--- config.mk ---
export PLATFORM = sky130hd
export DESIGN_NAME = regfile_write_arbiter_flat
export DESIGN_NICKNAME = d
export VERILOG_FILES = /design/src/rtl/regfile_write_arbiter_pkg.sv /design/src/rtl/regfile_write_arbiter_if.sv /design/src/rtl/regfile_wr_slot.sv /design/src/rtl/regfile_write_arbiter.sv /design/src/flat_wrapper.sv
export SDC_FILE = /design/constraint.sdc
export NUM_CORES = 1
export LEC_CHECK = 0
export CORE_UTILIZATION = 52
export DETAILED_ROUTE_END_ITERATION = 8
export PLACE_DENSITY = 0.85
export SLEW_MARGIN = 20
export SYNTH_ARGS = -nofsm -noshare
export SYNTH_HDL_FRONTEND = slang
export SYNTH_SLANG_ARGS = --single-unit
--- constraint.sdc ---
create_clock -name clk -period 5.07 [get_ports clk]
set_input_delay 0.507 -clock clk [delete_from_list [all_inputs] [get_ports clk]]
set_output_delay 0.507 -clock clk [all_outputs]
set_load 0.05 [all_outputs]
--- src/rtl/regfile_write_arbiter_pkg.sv ---
// Shared types for the register-file write arbiter: requester ids and the
// input-slot record layout.
`ifndef REGFILE_WRITE_ARBITER_PKG_SV
`define REGFILE_WRITE_ARBITER_PKG_SV

// Slot record {valid, target register, data}; widths follow the instantiating module.
`define RWA_SLOT_T(IW, DW) struct packed { \
  logic            valid; \
  logic [(IW)-1:0] wreg; \
  logic [(DW)-1:0] data; \
}

package regfile_write_arbiter_pkg;

    localparam int unsigned NUM_REQ = 2;

    typedef enum logic {
        REQ_ALU = 1'b0,
        REQ_MEM = 1'b1
    } req_e;

endpackage

`endif

--- src/rtl/regfile_write_arbiter_if.sv ---
// Writeback bus between the two requesters, the arbiter and the register file.
interface regfile_write_arbiter_if #(
    parameter int unsigned WORD_LENGTH = 16,
    parameter int unsigned ID_LENGTH   = 4
);
    logic                   in_valid0;
    logic [ID_LENGTH-1:0]   in_reg0;
    logic [WORD_LENGTH-1:0] in_data0;
    logic                   in_ready0;
    logic                   in_valid1;
    logic [ID_LENGTH-1:0]   in_reg1;
    logic [WORD_LENGTH-1:0] in_data1;
    logic                   in_ready1;
    logic                   write_reg_en;
    logic [ID_LENGTH-1:0]   write_reg;
    logic [WORD_LENGTH-1:0] write_data;
    logic [WORD_LENGTH-1:0] pending;
    logic                   busy;

    modport master (
        output in_valid0, in_reg0, in_data0, in_valid1, in_reg1, in_data1,
        input  in_ready0, in_ready1, write_reg_en, write_reg, write_data, pending, busy
    );

    modport slave (
        input  in_valid0, in_reg0, in_data0, in_valid1, in_reg1, in_data1,
        output in_ready0, in_ready1, write_reg_en, write_reg, write_data, pending, busy
    );
endinterface

--- src/rtl/regfile_wr_slot.sv ---
// One-entry writeback buffer; a load in the same cycle as a drain refills it.
module regfile_wr_slot
    import regfile_write_arbiter_pkg::*;
#(
    parameter int unsigned WORD_LENGTH = 16,
    parameter int unsigned ID_LENGTH   = 4
) (
    input  logic                   clk,
    input  logic                   rst,
    input  logic                   load,
    input  logic                   drain,
    input  logic [ID_LENGTH-1:0]   load_reg,
    input  logic [WORD_LENGTH-1:0] load_data,
    output logic                   slot_valid,
    output logic [ID_LENGTH-1:0]   slot_reg,
    output logic [WORD_LENGTH-1:0] slot_data
);
    typedef `RWA_SLOT_T(ID_LENGTH, WORD_LENGTH) slot_t;

    slot_t slot_q;

    always_ff @(posedge clk or posedge rst) begin
        if (rst) begin
            slot_q <= '0;
        end else if (load) begin
            slot_q <= '{valid: 1'b1, wreg: load_reg, data: load_data};
        end else if (drain) begin
            slot_q.valid <= 1'b0;
        end
    end

    assign slot_valid = slot_q.valid;
    assign slot_reg   = slot_q.wreg;
    assign slot_data  = slot_q.data;
endmodule

--- src/rtl/regfile_write_arbiter.sv ---
// Round-robin arbiter sharing the register file write port between the ALU
// and memory writeback slots, with a registered write stage and pending bitmap.
module regfile_write_arbiter
    import regfile_write_arbiter_pkg::*;
#(
    parameter int unsigned WORD_LENGTH = 16,
    parameter int unsigned ID_LENGTH   = 4
) (
    input logic              clk,
    input logic              rst,
    regfile_write_arbiter_if.slave bus
);
    logic [NUM_REQ-1:0]     in_valid;
    logic [NUM_REQ-1:0]     in_ready;
    logic [NUM_REQ-1:0]     grant;
    logic [NUM_REQ-1:0]     load;
    logic [NUM_REQ-1:0]     s_valid;
    logic [ID_LENGTH-1:0]   in_reg  [NUM_REQ];
    logic [WORD_LENGTH-1:0] in_data [NUM_REQ];
    logic [ID_LENGTH-1:0]   s_reg   [NUM_REQ];
    logic [WORD_LENGTH-1:0] s_data  [NUM_REQ];

    req_e                   rr_ptr;
    logic                   gidx;
    logic                   wr_en_q;
    logic [ID_LENGTH-1:0]   wr_reg_q;
    logic [WORD_LENGTH-1:0] wr_data_q;
    logic [WORD_LENGTH-1:0] pending;

    assign in_valid   = {bus.in_valid1, bus.in_valid0};
    assign in_reg[0]  = bus.in_reg0;
    assign in_reg[1]  = bus.in_reg1;
    assign in_data[0] = bus.in_data0;
    assign in_data[1] = bus.in_data1;

    // Grant depends on slot state only, so ready never waits on valid.
    assign grant[0] = s_valid[0] && (!s_valid[1] || rr_ptr == REQ_ALU);
    assign grant[1] = s_valid[1] && (!s_valid[0] || rr_ptr == REQ_MEM);
    assign gidx     = grant[1];
    assign in_ready = ~s_valid | grant;
    assign load     = in_valid & in_ready;

    for (genvar i = 0; i < NUM_REQ; i++) begin : g_slot
        regfile_wr_slot #(
            .WORD_LENGTH(WORD_LENGTH),
            .ID_LENGTH  (ID_LENGTH)
        ) u_slot (
            .clk       (clk),
            .rst       (rst),
            .load      (load[i]),
            .drain     (grant[i]),
            .load_reg  (in_reg[i]),
            .load_data (in_data[i]),
            .slot_valid(s_valid[i]),
            .slot_reg  (s_reg[i]),
            .slot_data (s_data[i])
        );
    end

    always_ff @(posedge clk or posedge rst) begin
        if (rst) begin
            rr_ptr    <= REQ_ALU;
            wr_en_q   <= 1'b0;
            wr_reg_q  <= '0;
            wr_data_q <= '0;
        end else begin
            // Pointer moves to the loser only when both slots compete.
            if (&s_valid) begin
                rr_ptr <= (rr_ptr == REQ_ALU) ? REQ_MEM : REQ_ALU;
            end
            if (|grant) begin
                wr_reg_q  <= s_reg[gidx];
                wr_data_q <= s_data[gidx];
                wr_en_q   <= (s_reg[gidx] != '0);
            end else begin
                wr_en_q <= 1'b0;
            end
        end
    end

    always_comb begin
        pending = '0;
        for (int r = 1; r < WORD_LENGTH; r++) begin
            pending[r] = (s_valid[0] && s_reg[0] == ID_LENGTH'(r))
                       | (s_valid[1] && s_reg[1] == ID_LENGTH'(r))
                       | (wr_en_q && wr_reg_q == ID_LENGTH'(r));
        end
    end

    assign bus.in_ready0    = in_ready[0];
    assign bus.in_ready1    = in_ready[1];
    assign bus.write_reg_en = wr_en_q;
    assign bus.write_reg    = wr_reg_q;
    assign bus.write_data   = wr_data_q;
    assign bus.pending      = pending;
    assign bus.busy         = (|s_valid) | wr_en_q;
endmodule

--- src/flat_wrapper.sv ---
// flat-port wrapper written by rule: the top's interface ports become plain ports
module regfile_write_arbiter_flat import regfile_write_arbiter_pkg::*;
#(
    parameter int unsigned WORD_LENGTH = 16,
    parameter int unsigned ID_LENGTH   = 4
)
  (clk, rst, bus_in_valid0, bus_in_reg0, bus_in_data0, bus_in_valid1, bus_in_reg1, bus_in_data1, bus_in_ready0, bus_in_ready1, bus_write_reg_en, bus_write_reg, bus_write_data, bus_pending, bus_busy);
  regfile_write_arbiter_if #(.WORD_LENGTH(WORD_LENGTH), .ID_LENGTH(ID_LENGTH)) bus_i ();
  input logic clk;
  input logic rst;
  input wire logic [$bits(bus_i.in_valid0)-1:0] bus_in_valid0;
  input wire logic [$bits(bus_i.in_reg0)-1:0] bus_in_reg0;
  input wire logic [$bits(bus_i.in_data0)-1:0] bus_in_data0;
  input wire logic [$bits(bus_i.in_valid1)-1:0] bus_in_valid1;
  input wire logic [$bits(bus_i.in_reg1)-1:0] bus_in_reg1;
  input wire logic [$bits(bus_i.in_data1)-1:0] bus_in_data1;
  output wire logic [$bits(bus_i.in_ready0)-1:0] bus_in_ready0;
  output wire logic [$bits(bus_i.in_ready1)-1:0] bus_in_ready1;
  output wire logic [$bits(bus_i.write_reg_en)-1:0] bus_write_reg_en;
  output wire logic [$bits(bus_i.write_reg)-1:0] bus_write_reg;
  output wire logic [$bits(bus_i.write_data)-1:0] bus_write_data;
  output wire logic [$bits(bus_i.pending)-1:0] bus_pending;
  output wire logic [$bits(bus_i.busy)-1:0] bus_busy;
  assign bus_i.in_valid0 = bus_in_valid0;
  assign bus_i.in_reg0 = bus_in_reg0;
  assign bus_i.in_data0 = bus_in_data0;
  assign bus_i.in_valid1 = bus_in_valid1;
  assign bus_i.in_reg1 = bus_in_reg1;
  assign bus_i.in_data1 = bus_in_data1;
  assign bus_in_ready0 = bus_i.in_ready0;
  assign bus_in_ready1 = bus_i.in_ready1;
  assign bus_write_reg_en = bus_i.write_reg_en;
  assign bus_write_reg = bus_i.write_reg;
  assign bus_write_data = bus_i.write_data;
  assign bus_pending = bus_i.pending;
  assign bus_busy = bus_i.busy;
  regfile_write_arbiter #(.WORD_LENGTH(WORD_LENGTH), .ID_LENGTH(ID_LENGTH)) u_core (.clk(clk), .rst(rst), .bus(bus_i));
endmodule
==> results of run 1 <==
## cell type report
cell class	count	area (sq um)	area share
inverter	6	22.5	0.00546
tap	75	93.8	0.0228
clock buffer	9	124	0.0300
sequential	64	1600	0.388
multi-input combinational	188	1400	0.339
timing repair buffer	84	836	0.203
clock inverter	7	47.5	0.0115
## synthesized netlist by cell type, drive strengths merged, types with 2 or more instances
master  number
nand2b       2
nand2       54
nor2         5
mux2        40
nand4        3
and3         4
a22oi        8
buf         18
and3b        5
nor3b        3
nor2b        7
nand3       23
inv          6
a32oi       16
nor3         2
dfrtp       64
a221oi       2
## per-stage QoR
| step | setup slack (ns) | hold slack, ns | instances | utilization | area [sq um] |
|---|---|---|---|---|---|
| floorplan | 2.96 | 0.441 | 278 | - | 3200 |
| global placement | 2.52 | 0.451 | 417 | 0.668 | 3950 |
| detailed placement | 2.49 | 0.452 | 417 | 0.668 | 3950 |
| CTS | 2.09 | 0.475 | 433 | 0.697 | 4120 |
| global route | 1.88 | 0.501 | 433 | 0.697 | 4120 |
| finish | 2.08 | 0.471 | 433 | 0.697 | 4120 |
## per-layer routing
metal,vias up,GRT usage,share of wire
li1,1149,-,-
met1,1248,0.343,0.41
met2,122,0.418,0.49
met3,13,0.0648,0.082
met4,0,0.105,0.012
met5,-,0,0
## worst max-delay path, cell delays in order (launching register included)
cell and delay (ns):
dfrtp_1 0.33, buf_4 0.34, nor3b_1 0.43, a222oi_1 0.16, inv_1 0.08, clkdlybuf4s50_1 0.79
## worst paths after layout
| check | to | depth (start not counted) | slack [ns] | start |
|---|---|---|---|---|
| setup reg to reg | u_core.g_slot[0].u_slot.slot_data[15] | 3 | 2.81 | u_core.g_slot[0].u_slot.slot_valid |
| setup / recovery | bus_pending[8] | 5 | 2.08 | u_core.g_slot[1].u_slot.slot_valid |
| min in group asynchronous | u_core.g_slot[1].u_slot.slot_data[12] | 3 | 0.71 | rst |
| hold reg to reg | u_core.bus.write_data[15] | 2 | 0.47 | u_core.g_slot[0].u_slot.slot_data[15] |
| max in group asynchronous | u_core.g_slot[0].u_slot.slot_data[15] | 3 | 3.82 | rst |
| hold / removal | u_core.bus.write_data[15] | 2 | 0.47 | u_core.g_slot[0].u_slot.slot_data[15] |
## logic make-up after synthesis
kind of cell	after synthesis	synth area share
buffers and inverters	26	0.0633
flip-flops	64	0.500
AO/OA/AOI/OAI	32	0.0844
other	1	0.00117
AND/OR/NAND/NOR	114	0.184
multiplexers	41	0.167
## power by group
part	internal, uW	leakage (uW)	switching (uW)
combinational	490	0.00101	794
clock	177	0.0000854	200
sequential	683	0.000750	197
total	1350	0.00185	1190
==> impl_results.md, run 1 <==
* Post-CTS resize count at 0
* Clock root buffer: clkbuf_8
* Layout area overhead at 28.8%
* CTS Hold Buffers Added at 0
* # Post-CTS Setup Buffers at 0
* Gp weighted congestion at just over 0.9
* Final Hold Viols at 0
* Via-to-Cell Ratio at between 5 and 6
* Final WL at 7.65 mm
* Main synth FF type: dfrtp_1
* Skew final at just over 0.009 ns
* H-tree Lvls at 3
* DRC Markers at 0
* Die area at 6480 sq um
* Relative slew slack at 0.377
* TNS Setup at 0 ns
* Data arrival, critical path at 2.48 ns
* Clock Sinks at between 60 and 70
* Final Power at 2540 uW
* Slew Viols, Final at 0
* Register area share after synthesis at 0.500
* Clock slew seen by the registers of the worst setup and hold paths at roughly 0.080 ns
* RSZ-0062 raised after global routing: false
* WS Path Type: reg -> out
* Vias in the first global route at between 2000 and 3000
* Post-synth EDFFs at 0
* Starting DRT DRC Count at roughly 210
* Via count at 2532
* HPWL after DPL at around 5 mm
* First-pass DRT Iterations at 5
* IO Port Bufs at between 80 and 90
* Die Wd at about 80 microns
* Syn_area_per_cell at 11.5 sq um
* Min Tclk post-route at approximately 3.0 ns
* Net Count, Synth at around 320
* Yosys top cell area share at 0.500
* Most frequent cells in the layout: clkdlybuf4s50_1 (82), dfrtp_1 (64), nand2_1 (53), nand3_1 (23)
* Site Rows at 28
* CTS tree: done
* VDD IR-drop max at slightly above 0.4 mV
* Cell Area, Synth at 3200 sq um
* Wire per inst at ~18 microns
* Initial core utilization at 0.541
* Final nets at between 300 and 400
* Synthesized instance count at 278
* Worst-skew pair later-pin latency at between 0.3 and 0.4 ns
* N_diodes at 0
* PwrDens at ~620 nW/um^2
* Worst-Margin Slew at 0.933 ns
* Largest net degree at the start of global routing at 65
* Lkg Pwr at ~0.0018 uW
* Die span in y at roughly 80 microns
* F_max at 335 MHz
* Yosys warns at 0
* Post-synth cell types at slightly above 40
* Data required, critical path at approximately 4.6 ns
* Grt ovf at 0
* HP Class: reg -> reg
* Max clock buf depth at 2
* Core Region at 5920 sq um
* Most common cell after layout, fill and taps aside: clkdlybuf4s50_1
* Total track usage at 0.263
* Status: finished, final reports clean
* Synth Register Bits at 64
* Final period utilization at 0.590
* Top-Level Pins at 84
* Crit-path max FO at 33
* Initial antenna violation count at 0
* Layout cells sized above 1 at 0.182
* Total CTS buffers at 9
* Synth async-reset ratio at 1.00
* Worst Setup End Kind: primary output
* Post-route ant nets at 0
* Largest cells by area after synthesis: dfrtp_1 (50%), mux2_4 (9.4%), mux2_2 (7.0%), nand2_1 (6.2%), a32oi_1 (4.4%)
* Max FFs per register at 32
* CP Launch Type: register
* Count of final setup violators at 0
* Max_cap viols at 0
* Fillers at 452
* Largest area contributor in the netlist: dfrtp_1
* Global-route wire length before repair at 12.6 mm
(Power assumes the default switching activity.)
==> inputs of run 2 (changes only) <==
--- a/config.mk
+++ b/config.mk
@@ -5,9 +5,9 @@
 export SDC_FILE = /design/constraint.sdc
 export NUM_CORES = 1
 export LEC_CHECK = 0
-export CORE_UTILIZATION = 52
+export CORE_UTILIZATION = 49
 export DETAILED_ROUTE_END_ITERATION = 8
-export PLACE_DENSITY = 0.85
+export PLACE_DENSITY = 0.8
 export SLEW_MARGIN = 20
 export SYNTH_ARGS = -nofsm -noshare
 export SYNTH_HDL_FRONTEND = slang
==> constraint.sdc (replaced) <==
create_clock -name clk -period 3.11 [get_ports clk]
set_input_delay 0.311 -clock clk [delete_from_list [all_inputs] [get_ports clk]]
set_output_delay 0.311 -clock clk [all_outputs]
set_load 0.05 [all_outputs]
==> run 2 against run 1 <==
  * Clock skew up 0.0047 ns
  * Non-clock buffer count up 2
  * Critical endpoint is now bus_pending[11]
  * Worst setup slack worse by 1.7 ns
==> impl_results.md, run 2 (synthesized netlist as in run 1, its figures left out) <==
* Most common cell after layout, fill and taps aside: clkdlybuf4s50_1
* Grt met3 use at 0.0586
* Initial antenna violation count at 0
* Max clock buf depth at 2
* WS Path Type: reg -> out
* TNS Setup at 0 ns
* HPWL after DPL at 5.38 mm
* Final instance count without filler cells at around 440
* Lkg Pwr at 0.00187 uW
* Worst Reg-to-Reg Cells at 5
* CTS Hold Buffers Added at 0
* Top-Level Pins at 84
* Final Power at between 4000 and 5000 uW
* R2r endpoint: u_core.g_slot[0].u_slot.slot_data[8]
* Seq pwr share at 0.334
* Final period utilization at 0.875
* Via-to-Cell Ratio at 5.72
* Clock share of power at 0.163
* Hold path depth at 2
* Worst Path Buf+Inv at 1
* Crit-path max FO at 10
* Die Wd at 82.9 microns
* Hold EP: u_core.bus.write_data[14]
* Worst R2R Setup Slack at between 1 and 1.5 ns
* Clock Sinks at 64
* Slew Viols, Final at 0
* DRC Markers at 0
* Met1 usage at 0.320
* Initial core utilization at 0.507
* N_diodes at 0
* Relative slew slack at 0.384
* Worst path top cell family by delay: buffers and inverters
* Clock slew seen by the registers of the worst setup and hold paths at about 0.070 ns
* Logic pwr share at 0.504
* Post-CTS resize count at 0
* HP Class: reg -> reg
* Wire per inst at approximately 18 microns
* Global-route wire length before repair at about 13 mm
* CP Launch Type: register
* Total track usage at 0.236
* Internal Power at between 2000 and 2500 uW
* Status: finished, final reports clean
* # Post-CTS Setup Buffers at 0
* Most frequent cells in the layout: clkdlybuf4s50_1 (80), dfrtp_1 (64), nand2_1 (53), nand3_1 (23)
* Clock root buffer: clkbuf_8
* Worst-path cell chain: nor2b_1, nand4_1, nand3_1, clkdlybuf4s50_1
* Final WL at 7.64 mm
* Layout area overhead at 29.6%
* PwrDens at 1010 nW/um^2
* Min Tclk post-route at about 2.7 ns
* Starting DRT DRC Count at 170
* Worst Setup End Kind: primary output
* Sw Share at 0.456
* Min-Delay Startpoint: u_core.g_slot[0].u_slot.slot_data[14]
* Total CTS buffers at 9
* H-tree Lvls at 3
* Reg-to-Reg Start: u_core.g_slot[1].u_slot.slot_valid
* Worst-skew pair later-pin latency at 0.34 ns
* CTS tree: done
* Grt ovf at 0
* Die area at around 6900 sq um
* Layout cells sized above 1 at 0.189
* Site Rows at 29
* Worst path max stage delay at about 0.81 ns
* IO Port Bufs at approximately 80
* Count of final setup violators at 0
* Layer with the highest usage: met2
* Final Hold Viols at 0
* Data arrival, critical path at roughly 2.4 ns
* Die span in y at 82.9 microns
* Gp weighted congestion at between 0.8 and 0.9
* Largest net degree at the start of global routing at 65
* Max_cap viols at 0
* Core Region at about 6300 sq um
* Final nets at between 300 and 400
* Switching power at 1910 uW
* Data required, critical path at roughly 2.8 ns
* M2 GR Usage at 0.363
* Max FFs per register at 32
* Placed cells at between 400 and 500
* F_max at around 370 MHz
* RSZ-0062 raised after global routing: false
* First-pass DRT Iterations at 4
* Post-route ant nets at 0
* VDD IR-drop max at roughly 0.64 mV
* Vias in the first global route at around 2600
* Via count at around 2500
* Slowest-stage cell, CP: clkdlybuf4s50_1
* Worst-Margin Slew at just over 0.9 ns
* Skew final at between 0.01 and 0.015 ns
-- run 2: stage by stage --
step                area, sq um  utilization  hold slack [ns]  setup slack, ns
floorplan                  3200            -            0.414             1.20
global placement           3970        0.628            0.451            0.680
detailed placement         3970        0.628            0.457            0.795
CTS                        4150        0.657            0.473            0.433
global route               4150        0.657            0.497            0.309
finish                     4150        0.657            0.469            0.389
-- run 2: tightest hold or removal path: cells and delay by family, from the launching register on --
family,cells,cell delay [ns]
simple gates,2,0.10
flops,1,0.34
-- run 2: area by class of cell --
type	instances	area, sq um
fillers	505	2160
flip-flops and latches	64	1600
multi-input cells	188	1400
repair buffers	86	846
clock buffers	9	124
well taps	77	96.3
clock inverters	6	61.3
inverters	6	22.5
-- run 2: power by group through the flow --
stage | logic (uW) | clock network [uW] | registers [uW]
final | 2110 | 681 | 1400
after detailed placement | 2110 | 0 | 1400
after floorplan | 1110 | 0 | 1770
after global routing | 2220 | 730 | 1440
after global placement | 2100 | 0 | 1390
after CTS | 2120 | 691 | 1390
-- run 2: layer usage --
layer,vias to the layer above,wire length [microns]
li1,1145,-
met1,1233,3340
met2,100,3650
met3,17,444
met4,0,201
met5,-,0
-- run 2: worst max-delay path by stage --
stage	startpoint	to	slack, ns	cells past startpoint
floorplan	rst	u_core.bus.write_data[0]	1.20	1
global placement	u_core.g_slot[0].u_slot.slot_reg[1]	bus_pending[4]	0.68	4
detailed placement	u_core.g_slot[0].u_slot.slot_reg[3]	bus_pending[11]	0.80	4
CTS	u_core.g_slot[0].u_slot.slot_reg[1]	bus_pending[4]	0.43	4
global route	u_core.g_slot[0].u_slot.slot_reg[3]	bus_pending[11]	0.31	4
finish	u_core.g_slot[0].u_slot.slot_reg[3]	bus_pending[11]	0.39	4
==> inputs of run 3 (changes only) <==
--- a/config.mk
+++ b/config.mk
@@ -11,4 +11,5 @@
 export SLEW_MARGIN = 20
 export SYNTH_ARGS = -nofsm -noshare
 export SYNTH_HDL_FRONTEND = slang
+export SYNTH_HIERARCHICAL = 1
 export SYNTH_SLANG_ARGS = --single-unit
==> run 3 against run 2 <==
  * The flow now finishes with violations (design-rule violations)
  * Clock skew decreased by 0.0080 ns
  * Die area increased by 4.6%
  * Power increased by 26%
  * Fmax decreased by 2.3%
  * Combinational power increased by 45%
  * Area after synthesis increased by 4.7%
  * Via count increased by 2.8%
  * Clock power decreased by 11%
  * Global-route usage about the same
  * Critical path depth unchanged
  * Routed wire length increased by 2.7%
  * Critical endpoint is now bus_pending[15]
  * Largest power group unchanged
==> impl_results.md, run 3 <==
* Die Wd at 84.7 microns
* Largest cells by area after synthesis: dfrtp_1 (48%), mux2_4 (17%), mux2_2 (7.4%), o22ai_1 (3.7%), a21oi_1 (3.1%)
* First-pass DRT Iterations at 7
* CP Launch Type: register
* Initial antenna violation count at 0
* CTS Hold Buffers Added at 0
* HP Class: in -> async
* Max FFs per register at 32
* Most frequent cell after synthesis: dfrtp_1
* Data required, critical path at approximately 2.8 ns
* CTS tree: done
* Post-CTS resize count at 0
* Final Hold Viols at 0
* Cell Area, Synth at 3350 sq um
* Layout area overhead at 30.4%
* Via count at 2564
* Worst Setup End Kind: primary output
* N_diodes at 0
* Die span in y at roughly 85 microns
* VDD IR-drop max at 0.627 mV
* Skew final at between 0.005 and 0.006 ns
* Syn_area_per_cell at between 10 and 15 sq um
* Worst Reg-to-Reg Cells at 5
* PwrDens at approximately 1200 nW/um^2
* Main synth FF type: dfrtp_1
* Post-synth EDFFs at 0
* Worst-skew pair later-pin latency at 0.33 ns
* Relative slew slack at 0.419
* Reg-to-Reg Start: u_core/g_slot[0].u_slot/slot_valid
* # Post-CTS Setup Buffers at 0
* Clock Sinks at between 60 and 70
* Largest area contributor in the netlist: dfrtp_1
* Net Count, Synth at 337
* CP endpoint: bus_pending[15]
* Placed Area at ~4200 sq um
* Worst-Margin Slew at approximately 0.87 ns
* Synth Register Bits at 64
* Slew Viols, Final at 0
* Min Tclk post-route at approximately 2.8 ns
* Final WL at just under 8 mm
* TNS Setup at 0 ns
* WS Path Type: reg -> out
* Clock slew seen by the registers of the worst setup and hold paths at roughly 0.070 ns
* Synth async-reset ratio at 1.00
* Data arrival, critical path at approximately 2.5 ns
* DRC Markers at 6
* Max_cap viols at 0
* Grt ovf at 0
* Multi-input gate area in the final layout at 1540 sq um
* Max clock buf depth at 2
* Crit-path max FO at 19
* Global-route wire length before repair at between 10 and 15 mm
* Lkg Pwr at around 0.002 uW
* RSZ-0062 raised after global routing: false
* Most frequent cells in the layout: clkdlybuf4s50_1 (82), dfrtp_1 (64), mux2_4 (38), inv_1 (27), mux2_2 (22)
* Synthesized instance count at between 200 and 300
* CP startpoint: u_core/g_slot[0].u_slot/slot_valid
* Starting DRT DRC Count at 205
* R2r endpoint: u_core/g_slot[1].u_slot/slot_data[13]
* Top-Level Pins at 84
* Status: finished with violations
* Post-synth cell types at 30
* Count of final setup violators at 0
* Reg area at between 1500 and 2000 sq um
* Total CTS buffers at 9
* Worst R2R Setup Slack at approximately 0.69 ns
* Fillers at between 500 and 600
* Via-to-Cell Ratio at between 5 and 6
* Most instantiated cells after synthesis: dfrtp_1 (64), mux2_4 (38), inv_1 (27)
* Post-route ant nets at 0
* Largest net degree at the start of global routing at 23
* Core Region at 6490 sq um
* H-tree Lvls at 3
* Yosys warns at 6
* Wire per inst at 17.1 microns
* Site Rows at 29
* HPWL after DPL at ~5.5 mm
* Final nets at 420
* Layout cells sized above 1 at 0.215
* F_max at 359 MHz
* Yosys top cell area share at 0.477
* Final period utilization at 0.896
* Failing checks: design-rule violations
* Most common cell after layout, fill and taps aside: clkdlybuf4s50_1
* Gp weighted congestion at 0.974
* Initial core utilization at 0.516
* Register area share after synthesis at 0.477
* IO Port Bufs at 82
* Die area at just over 7000 sq um
* Vias in the first global route at between 2000 and 3000
* Clock root buffer: clkbuf_8
* Finished Cell Area at ~4400 sq um
* Total track usage at 0.236
==> run 3: cell types whose count changed in the layout (fill, tap and decap cells not counted), sizes merged, moves of 3 or more <==
cell / before / now
clkbuf: 9 / 12
a21oi: 1 / 21
o22ai: 0 / 20
nand3: 23 / 17
mux2: 40 / 60
nand4: 3 / 0
nand2: 54 / 21
inv: 6 / 27
a32oi: 16 / 0
==> run 3: worst max-delay path, stage by stage, from the launching register on <==
cell             delay, ns
dfrtp_1               0.78
and3_1                0.34
nand3_1               0.11
nand3_1               0.11
clkdlybuf4s50_1       0.80
==> run 3: how the worst min path moves through the flow <==
stage | startpoint | end | slack (ns) | depth (start not counted)
after floorplan | rst | u_core/g_slot[0].u_slot/slot_data[0] | 0.29 | 1
after global placement | u_core/g_slot[1].u_slot/slot_data[4] | u_core/g_slot[1].u_slot/slot_data[4] | 0.49 | 1
after detailed placement | u_core/g_slot[1].u_slot/slot_data[7] | u_core/g_slot[1].u_slot/slot_data[7] | 0.49 | 1
after CTS | u_core/g_slot[1].u_slot/slot_data[7] | u_core/g_slot[1].u_slot/slot_data[7] | 0.52 | 1
after global routing | u_core/g_slot[1].u_slot/slot_data[10] | u_core/g_slot[1].u_slot/slot_data[10] | 0.53 | 1
final | rst | u_core/g_slot[0].u_slot/slot_data[8] | 0.51 | 2
==> run 3: kinds of logic (layout without fill, tap and decap cells) <==
family	after synthesis	in the layout	share of synthesized area
AO/OA/AOI/OAI	56	56	0.104
multiplexers	60	60	0.244
other	1	1	0.00112
buffers and inverters	44	132	0.0649
AND/OR/NAND/NOR	68	68	0.109
flip-flops	64	64	0.477
==> run 3: metal layers <==
| layer | share of wire | global-route usage |
|---|---|---|
| met1 | 0.43 | 0.314 |
| met3 | 0.058 | 0.0364 |
| met2 | 0.50 | 0.392 |
| met5 | 0 | 0 |
| met4 | 0.0099 | 0.0894 |
==> run 3: through the flow <==
step / hold WS (ns) / setup WS, ns / instances / total power, uW / utilization
2_1_floorplan: 0.288 / 1.08 / 293 / 3790 / -
3_3_place_gp: 0.491 / 0.758 / 442 / 4600 / 0.648
3_5_place_dp: 0.495 / 0.704 / 442 / 4680 / 0.648
4_1_cts: 0.515 / 0.350 / 458 / 5300 / 0.673
5_1_grt: 0.527 / 0.154 / 458 / 5580 / 0.673
6_report: 0.514 / 0.324 / 458 / 5290 / 0.673
==> run 3: report_power, final <==
group          switching (uW)  total [uW]  internal (uW)
registers                 426        1630           1210
clock network             303         609            306
logic                    1740        3050           1310
total                    2470        5290           2820
==> run 3: cell type report <==
type,count,area share
Tap cell,77,0.0220
Inverter,27,0.0232
Timing Repair Buffer,89,0.200
Sequential cell,64,0.366
Clock buffer,12,0.0332
Clock inverter,4,0.00458
Multi-Input combinational cell,185,0.351
